==> src/rtl/decode_ctrl_pipe.sv <==
// LEGv8 main decoder with ID/EX control register, load-use stall and flush handling.
// Optional perf counters (stall/flush) are built when DECODE_PERF_CNT_EN is defined.
module decode_ctrl_pipe #(
  parameter int REG_W   = 5,
  parameter int INSTR_W = 32,
  parameter int CNT_W   = 16
) (
  input  logic               clk,
  input  logic               reset,
  input  logic [INSTR_W-1:0] instr_i,
  input  logic               instr_valid_i,
  input  logic               flush_i,
  output logic [REG_W-1:0]   rn_o,
  output logic [REG_W-1:0]   rm_o,
  output logic               stall_o,
  output logic               ex_valid_o,
  output logic [9:0]         ex_ctrl_o,
  output logic [REG_W-1:0]   ex_rd_o,
  output logic               ex_illegal_o,
  output logic [CNT_W-1:0]   stall_cnt_o,
  output logic [CNT_W-1:0]   flush_cnt_o
);

  // ex_ctrl bit positions: {ALUSrc, MemtoReg, RegWrite, MemRead, MemWrite,
  //                         Branch, UncondBr, ALUOp[1:0], ImmSel}
  localparam int CTRL_MEMREAD = 6;

  logic [10:0]      opcode;
  logic             reg2loc;
  logic [9:0]       ctrl;
  logic             use_rn;
  logic             use_rm;
  logic             illegal;
  logic             haz;
  logic             load_bubble;
  logic             unused_bits;

  assign opcode      = instr_i[INSTR_W-1 -: 11];
  assign unused_bits = ^instr_i[15:10];

  always_comb begin
    reg2loc = 1'b0;
    ctrl    = '0;
    use_rn  = 1'b0;
    use_rm  = 1'b0;
    illegal = 1'b0;
    casez (opcode)
      11'b11111000010: begin // LDUR
        ctrl   = 10'b1111000000;
        use_rn = 1'b1;
      end
      11'b11111000000: begin // STUR
        reg2loc = 1'b1;
        ctrl    = 10'b1000100000;
        use_rn  = 1'b1;
        use_rm  = 1'b1;
      end
      11'b10110100???: begin // CBZ
        reg2loc = 1'b1;
        ctrl    = 10'b0000010010;
        use_rm  = 1'b1;
      end
      11'b10110101???: begin // CBNZ
        reg2loc = 1'b1;
        ctrl    = 10'b0000010110;
        use_rm  = 1'b1;
      end
      11'b1?001011000,
      11'b10?01010000: begin // ADD/SUB, AND/ORR
        ctrl   = 10'b0010000100;
        use_rn = 1'b1;
        use_rm = 1'b1;
      end
      11'b1?01000100?: begin // ADDI/SUBI
        ctrl   = 10'b1010000101;
        use_rn = 1'b1;
      end
      11'b000101?????: begin // B
        ctrl = 10'b0000001000;
      end
      default: illegal = 1'b1;
    endcase
  end

  assign rn_o = instr_i[2*REG_W-1:REG_W];
  assign rm_o = reg2loc ? instr_i[REG_W-1:0] : instr_i[16+REG_W-1:16];

  // X31 is the zero register, so a load into it never creates a dependency.
  assign haz = instr_valid_i & ex_valid_o & ex_ctrl_o[CTRL_MEMREAD]
             & (ex_rd_o != {REG_W{1'b1}})
             & ((use_rn & (ex_rd_o == rn_o)) | (use_rm & (ex_rd_o == rm_o)));

  assign stall_o     = haz & ~flush_i;
  assign load_bubble = flush_i | stall_o | ~instr_valid_i;

  always_ff @(posedge clk or negedge reset) begin
    if (!reset) begin
      ex_valid_o   <= 1'b0;
      ex_ctrl_o    <= '0;
      ex_rd_o      <= '0;
      ex_illegal_o <= 1'b0;
    end else if (load_bubble) begin
      ex_valid_o   <= 1'b0;
      ex_ctrl_o    <= '0;
      ex_rd_o      <= '0;
      ex_illegal_o <= 1'b0;
    end else begin
      ex_valid_o   <= 1'b1;
      ex_ctrl_o    <= ctrl;
      ex_rd_o      <= instr_i[REG_W-1:0];
      ex_illegal_o <= illegal;
    end
  end

`ifdef DECODE_PERF_CNT_EN
  logic [CNT_W-1:0] stall_cnt;
  logic [CNT_W-1:0] flush_cnt;

  // Saturating counters; cleared only by reset.
  always_ff @(posedge clk or negedge reset) begin
    if (!reset) begin
      stall_cnt <= '0;
      flush_cnt <= '0;
    end else begin
      if (stall_o && (stall_cnt != {CNT_W{1'b1}}))
        stall_cnt <= stall_cnt + 1'b1;
      if (flush_i && instr_valid_i && (flush_cnt != {CNT_W{1'b1}}))
        flush_cnt <= flush_cnt + 1'b1;
    end
  end

  assign stall_cnt_o = stall_cnt;
  assign flush_cnt_o = flush_cnt;
`else
  assign stall_cnt_o = '0;
  assign flush_cnt_o = '0;
`endif

endmodule

==> config.mk <==
export PLATFORM = sky130hd
export DESIGN_NAME = decode_ctrl_pipe
export DESIGN_NICKNAME = d
export VERILOG_FILES = /design/src/rtl/decode_ctrl_pipe.sv
export SDC_FILE = /design/constraint.sdc
export NUM_CORES = 1
export LEC_CHECK = 0
export CORE_MARGIN = 1
export CORE_UTILIZATION = 31
export DETAILED_ROUTE_END_ITERATION = 10
export MAX_ROUTING_LAYER = met4
export PLACE_DENSITY = 0.78
export SYNTH_ARGS = -nofsm -noshare
export SYNTH_HDL_FRONTEND = slang
export SYNTH_SLANG_ARGS = --single-unit
export TNS_END_PERCENT = 30
==> constraint.sdc <==
create_clock -name clk -period 2.75 [get_ports clk]
set_input_delay 0.6875 -clock clk [delete_from_list [all_inputs] [get_ports clk]]
set_output_delay 0.6875 -clock clk [all_outputs]
set_load 0.02 [all_outputs]
## Word level (Yosys, flattened, before mapping)

Index checks and enable logic that the tools add are counted.

| operators by class | value |
|---|---|
| eq/ne operators | 11 |
| multiplexer cells | 10 |
| bitwise operators | 12 |
| reductions and logical operators | 5 |

Operators with widths:

| kind | number |
|---|---|
| $pmux 10 s7 | 1 |
| $eq 11x11->1 const B | 2 |
| $eq 10x10->1 const B | 2 |
| $eq 8x8->1 const B | 2 |
| $eq 5x5->1 | 2 |
| $mux 10 | 1 |
| $mux 5 | 2 |
| $reduce_or 5->1 | 2 |
| $eq 9x9->1 const B | 1 |
| $reduce_or 8->1 | 1 |
| $and 1x1->1 | 7 |
| $eq 6x3->1 const B | 1 |
| $mux 1 | 6 |
| $ne 5x5->1 const B | 1 |
| $or 1x1->1 | 3 |
| $reduce_or 3->1 | 1 |
| $not 1->1 | 2 |
| $reduce_or 2->1 | 1 |

| word-level totals | value |
|---|---|
| register bits after elaboration | 17 |
| input port bits | 36 |
| output and inout port bits | 60 |
| logic and storage cells | 42 |

## Logic depth before layout (Yosys ltp)

| depth | value |
|---|---|
| depth in word-level cells | 12 |
| gate-level depth with buffers | 8 |
| depth with buffers taken out | 6 |

## Worst setup path before layout

Ideal clock, no wire load.

| timing path | value |
|---|---|
| path type | input port to output port |
| from | input port instr_i[3] |
| to | output port stall_o |
| data arrival time | 2.242 ns |
| required time | 2.062 ns |
| path slack | -0.179 ns |
| cell stages on the path | 6 |
| buffers on the path | 0 |
| path through | xor2_1 or4_1 a21o_1 nor4_1 nand4_1 a21oi_1 |

| on the way | value |
|---|---|
| word-level cells in the longest chain between the ends | 6 |

RTL lines:

| item | RTL line | RTL |
|---|---|---|
| start, declared | 10 | `input logic [INSTR_W-1:0] instr_i,` |
| $mux 5 | 86 | `assign rm_o = reg2loc ? instr_i[REG_W-1:0] : instr_i[16+REG_W-1:16];` |
| $eq 5x5->1 | 91 | `& ((use_rn & (ex_rd_o == rn_o)) \| (use_rm & (ex_rd_o == rm_o)));` |
| $and 1x1->1 | 91 |  |
| $or 1x1->1 | 91 |  |
| $and 1x1->1 | 91 |  |
| $and 1x1->1 | 93 | `assign stall_o = haz & ~flush_i;` |
| end, declared | 15 | `output logic stall_o,` |

Every way passes these cells.

## Worst setup path in the final report

Same ends and word-level chain as after synthesis.

==> flow_metrics.py <==
metrics = {
    "place": {
        "post-dp-hpwl_um": 3050,
        "io_buffers": 57,
        "dpl_cell_area_um2": 2170,
        "place_ws_ns": -1.04,
        "gp_congestion": 0.908,
    },
    "clocking": {
        "cts_root_buffer": "clkbuf_8",
        "numCtsBuffers": 3,
        "cts_buffer_depth": 2,
        "cts_max_level": 1,
        "cts_hold_buf": 0,
        "numClockSinks": 15,
        "cts_tree": "yes",
        "clk_pin_slew_ns": 0.07,
        "worstSkewPairLatency_ns": 0.25,
    },
    "drt": {
        "ant_nets": 0,
        "avgViaCountPerCell": 4.73,
        "routed_wl_um": 4290,
        "drtIter0Drc": 63,
        "dr.pass1.iters": 4,
        "drc": 0,
        "wl_per_cell_um": 13.7,
        "via_count": 1482,
    },
    "status": {
        "violations": "setup timing",
        "status": "complete, but fails checks",
    },
    "final_layout": {
        "drive_gt1_share_pct": 38.3,
        "fin_area_um2": 2380,
        "antennaDiodeCount": 0,
        "syn_to_final_growth_pct": 67.0,
        "final_nets": 298,
    },
    "critical_path": {
        "r2r-end": "ex_ctrl_o[7]",
        "cp-start-kind": "input pin",
        "critPathCapture": "stall_o",
        "reg2reg_depth": 9,
        "critPathMaxFanout": 3,
        "reg2reg_from": "ex_rd_o[2]",
        "worst-setup-path-type": "in2out",
        "end_kind": "output port",
        "worstSetupStartpoint": "instr_i[3]",
        "worst_ep_arrival_time_ns": 2.29,
        "worstPathRequired_ns": 2.06,
        "reg2reg_slack_ns": 0.45,
    },
    "synth": {
        "synth_seq_cells": 15,
        "synth_edf_count": 0,
        "async_flop_share_pct": 100,
        "yosysMostFrequentCell": "buf_4",
        "synth_common_cells": "buf_4, dfrtp_1, nor3_1, xor2_1",
        "yosys-top-cells-area": "dfrtp_1, buf_4, xor2_1",
        "syn_area_um2": 1430,
        "synth_area_per_cell_um2": 8.76,
        "syn_inst": 163,
        "seq_area_frac_synth_pct": 26.3,
        "yosys_most_used_dff": "dfrtp_1",
        "synth.distinct_cells": 38,
        "yosysTopAreaCellShare_pct": 26.3,
        "ys.warnings.count": 0,
        "synth_top_area_cell": "dfrtp_1",
    },
    "timing": {
        "setup_viol": 2,
        "worst_pin_slew_ns": 0.680,
        "finClkSkew_ns": 0.00615,
        "slew_headroom_pct": 54.5,
        "slew_viol_final": 0,
        "max_freq_mhz": 336,
        "whs_ns": 0.696,
        "finalHoldViolCount": 0,
        "period_minus_slack_ns": 2.98,
        "finalCritPeriodShare_pct": 108,
        "rsz0062_at_grt": "true",
        "setup_ws_ns": -0.226,
    },
    "grt": {
        "grt_max_degree": 16,
        "antenna_found_initial": 0,
        "grt_usage_pct": 17.8,
        "gr-total-overflow": 0,
        "grt_first_pass_wirelength_um": 6980,
        "grt_pass1_vias": 1496,
    },
    "floorplanning": {
        "die-area_um2": 4880,
        "core_um2": 4380,
        "row_count": 24,
        "die_h_um": 69.9,
        "chipWidth_um": 69.9,
        "start_util_pct": 32.6,
        "pin_count": 96,
    },
    "power": {
        "p_per_area_nw_per_um2": 279,
        "leakage_uw": 0.00112,
        "ir_drop_v": 0.000189,
    },
    "min_path": {
        "hold_class": "in2reg",
    },
    "flow_run": {
        "cap_violations": 0,
    },
}
## state kept, by name (all words and copies together) (netlist names)
name	cells
ex_ctrl_o	8
ex_valid_o	1
ex_illegal_o	1
ex_rd_o	5
## placed cells by master (no fill, tap or decap), types with 2 or more instances in the layout
master | Yosys | layout
a21o_1 | 3 | 3
a21oi_1 | 5 | 2
a21oi_2 | 0 | 2
buf_2 | 2 | 7
buf_4 | 39 | 44
buf_6 | 1 | 13
clkbuf_2 | 0 | 6
clkbuf_8 | 0 | 3
clkdlybuf4s50_1 | 0 | 34
conb_1 | 1 | 32
dfrtp_1 | 15 | 15
inv_1 | 2 | 2
mux2_4 | 0 | 4
nand2_1 | 7 | 6
nand2b_1 | 2 | 2
nand3_1 | 4 | 4
nand4_1 | 2 | 2
nand4b_1 | 2 | 2
nor2_1 | 6 | 5
nor2b_1 | 4 | 4
nor3_1 | 11 | 9
nor3b_1 | 7 | 6
nor4_1 | 4 | 3
o21ai_0 | 6 | 3
o21ai_1 | 0 | 3
xnor2_1 | 7 | 7
xor2_1 | 8 | 8
## timing repair
| action | 4_1_cts | 5_1_grt |
|---|---|---|
| cloned | 0 | 0 |
| endpoints found under the hold margin | 0 | 0 |
| buffers inserted | 8 | 3 |
| gates resized for setup | 97 | 31 |
| setup endpoints to repair | 11 | 19 |
| pin swaps | 19 | 12 |
## critical path: stages
cell,delay (ns)
buf_6,0.10
xor2_1,0.17
or4_1,0.53
a21o_1,0.20
nor4_2,0.15
nand4_1,0.15
a21oi_2,0.16
buf_6,0.13
## per-layer routing
metal  wire length (µm)  track usage (%)  up-vias  part of all wire [%]
met1               1680             20.3      716                    39
met5                  0                -        -                     0
met4                 85             7.11        0                   2.0
li1                   -                -      699                     -
met2               2360             31.9       59                    55
met3                163             1.44        8                   3.8
## logic make-up after synthesis
| logic type | share of synthesized area, % |
|---|---|
| AO/OA/AOI/OAI | 8.50 |
| buffers and inverters | 23.1 |
| flip-flops | 26.3 |
| XOR/XNOR | 9.20 |
| AND/OR/NAND/NOR | 27.3 |
| multiplexers | 5.35 |
| other | 0.263 |
## worst min path at each step
stage                  from      endpoint  slack, ns  depth (start not counted)
2_1_floorplan         reset  ex_ctrl_o[0]       0.39                          0
3_3_place_gp   ex_ctrl_o[8]  ex_ctrl_o[8]       1.03                          5
3_5_place_dp   ex_ctrl_o[8]  ex_ctrl_o[8]       1.05                          5
4_1_cts          instr_i[3]    ex_rd_o[3]       0.70                          2
5_1_grt          instr_i[3]    ex_rd_o[3]       0.71                          2
6_report         instr_i[3]    ex_rd_o[3]       0.70                          2
## area by class of cell
class                   instances  area, µm²
repair buffers                107        923
clock inverters                 1       5.00
clock buffers                   3       41.3
flip-flops and latches         15        375
inverters                       2       7.51
multi-input cells             133        966
fillers                       388       2000
well taps                      52       65.1
## metrics by stage
stage | power, µW | utilization [%] | setup TNS [ns] | std cells
2_1_floorplan | 380 | - | 0 | 194
3_3_place_gp | 461 | 49.6 | -8.04 | 299
3_5_place_dp | 464 | 49.6 | -8.24 | 299
4_1_cts | 650 | 52.9 | -0.441 | 310
5_1_grt | 697 | 54.4 | -0.382 | 313
6_report | 665 | 54.4 | -0.244 | 313
## power by group
group          internal [µW]  switching (µW)  leakage [µW]
clock                    100            79.1     0.0000255
sequential               225            2.76      0.000205
combinational            118             140      0.000886
total                    443             222       0.00112
Note: power is estimated with default switching activity, not from simulation.
==> patch: new RTL, same flow settings <==
Add a define of `DECODE_PERF_CNT_EN`.
--- a/src/rtl/decode_ctrl_pipe.sv
+++ b/src/rtl/decode_ctrl_pipe.sv
@@ -2,2 +2,4 @@
 // Optional perf counters (stall/flush) are built when DECODE_PERF_CNT_EN is defined.
+`define DECODE_PERF_CNT_EN
+
 module decode_ctrl_pipe #(
Function: changed (Yosys sat finds a counterexample within 4 cycles, from zero or initial values and one cycle with reset low).
==> patch against the original RTL <==
The flow still finishes with violations (negative setup slack); sequential cell count rose by 32; worst setup slack worse by 63 ps; synthesized area is 110% higher; worst hold slack worse by 470 ps; count of clock-buffer cells in the layout up 4; clock skew increased by 2.7 ps; power rose to 2.6 times the old value; fmax is 2.1% lower; die area is 100% higher; final area increased by 110%; wire length rose by 110%; final cell count is 84% higher; critical endpoint unchanged; largest cell class unchanged; largest power group is now sequential cells; highest routed layer unchanged.
==> patch: results (changes against the original RTL) <==
Placed design
  • Pre-CTS setup slack: -1240 ps (-197 ps)
  • Gpl congestion: 0.848 (-6.7%)
  • Post-DP HPWL: 6630 µm (+120%)

STA
  • Clock Skews: 8.83 ps (+2.68 ps)
  • Final setup TNS: -469 ps (-224 ps)
  • Setup violations, final: 6 (+4)
  • Final worst slack: -289 ps (-62.6 ps)

Worst setup path
  • Crit. Startpoint: instr_i[29]
  • Crit path arrival time: 2350 ps (+60 ps)

Status
  • Status: finished with violations
  • Violated checks: negative setup slack

Cells and area
  • Filler Cell Count: 836 (+120%)
  • Final Net Count: 503 (+69%)

Synthesis
  • Area contributors post-synth: dfrtp_1, xor2_1, xnor2_1
  • Compound-cell area share of the yosys netlist: 9.27% (+0.77 points)
  • Register area share after synthesis: 40.2% (+14 points)
  • Mux cell area share after synthesis: 3.08% (-2.3 points)
  • Synth unique cells: 55 (+45%)

Pwr
  • Leakage power: 0.00229 µW (+100%)

Detailed routing
  • Initial DRC count: 104 (+65%)
  • Via Count: 2945 (+99%)
  • Wire length per cell: 15.6 µm (+14%)

GRT
  • Tot GR Track Use: 18.6% (+0.88 points)
  • Largest net degree at the start of global routing: 41 (+25)
  • First-pass GRT wire length: 14300 µm (+100%)

CTS
  • Num CTS Buffers: 5 (+2)
==> patch: final timing paths <==
| path | endpoint | slack [ps] | cells past startpoint |
|---|---|---|---|
| max in group asynchronous | ex_rd_o[1] | 2040 | 2 |
| setup / recovery | stall_o | -290 | 9 |
| hold / removal | ex_ctrl_o[4] | 230 | 1 |
| min in group clk | stall_cnt_o[10] | 490 | 1 |
| hold reg to reg | stall_cnt_o[10] | 490 | 1 |
| setup reg to reg | stall_cnt_o[3] | 400 | 11 |
==> patch: cell type report <==
class / count / area share [%]
clock buffer: 7 / 1.96
sequential: 47 / 24.0
multi-input combinational: 230 / 38.6
inverter: 9 / 0.689
clock inverter: 1 / 0.153
tap: 111 / 2.83
timing repair buffer: 172 / 31.8
==> patch: power breakdown <==
group,internal [µW],leakage (µW),switching (µW)
logic,257,0.00159,238
clock network,229,0.0000505,228
registers,733,0.000644,55.8
==> patch: what timing repair did <==
action / in CTS / in global routing
pin swaps: 25 / 31
setup endpoints to repair: 37 / 33
hold buffers: 0 / 0
buffers inserted: 15 / 4
cloned: 0 / 0
gates resized for setup: 128 / 30
==> patch: metal layers <==
layer / GRT usage, % / vias up / wire length (µm)
li1: - / 1397 / -
met1: 23.9 / 1443 / 4000
met2: 30.5 / 91 / 4410
met3: 3.37 / 14 / 462
met4: 4.86 / 0 / 116
met5: - / - / 0
==> patch: kinds of logic after synthesis <==
family	count (synthesis)
AND/OR/NAND/NOR	149
buffers and inverters	23
XOR/XNOR	40
multiplexers	8
flip-flops	47
AO/OA/AOI/OAI	31
adder cells (fa/ha/maj)	2
==> patch: metrics by stage <==
| stage | std cells | total power (µW) |
|---|---|---|
| floorplan | 300 | 992 |
| global placement | 553 | 1240 |
| detailed placement | 553 | 1250 |
| CTS | 575 | 1740 |
| global route | 577 | 1830 |
| finish | 577 | 1740 |
==> patch: critical path, cell delays in order <==
cell       delay (ps)
buf_6             100
or3b_4            410
nor3b_4           220
o21ai_2           100
a2111oi_4         340
inv_1              90
a21o_1            190
nor2_4             80
buf_6             120
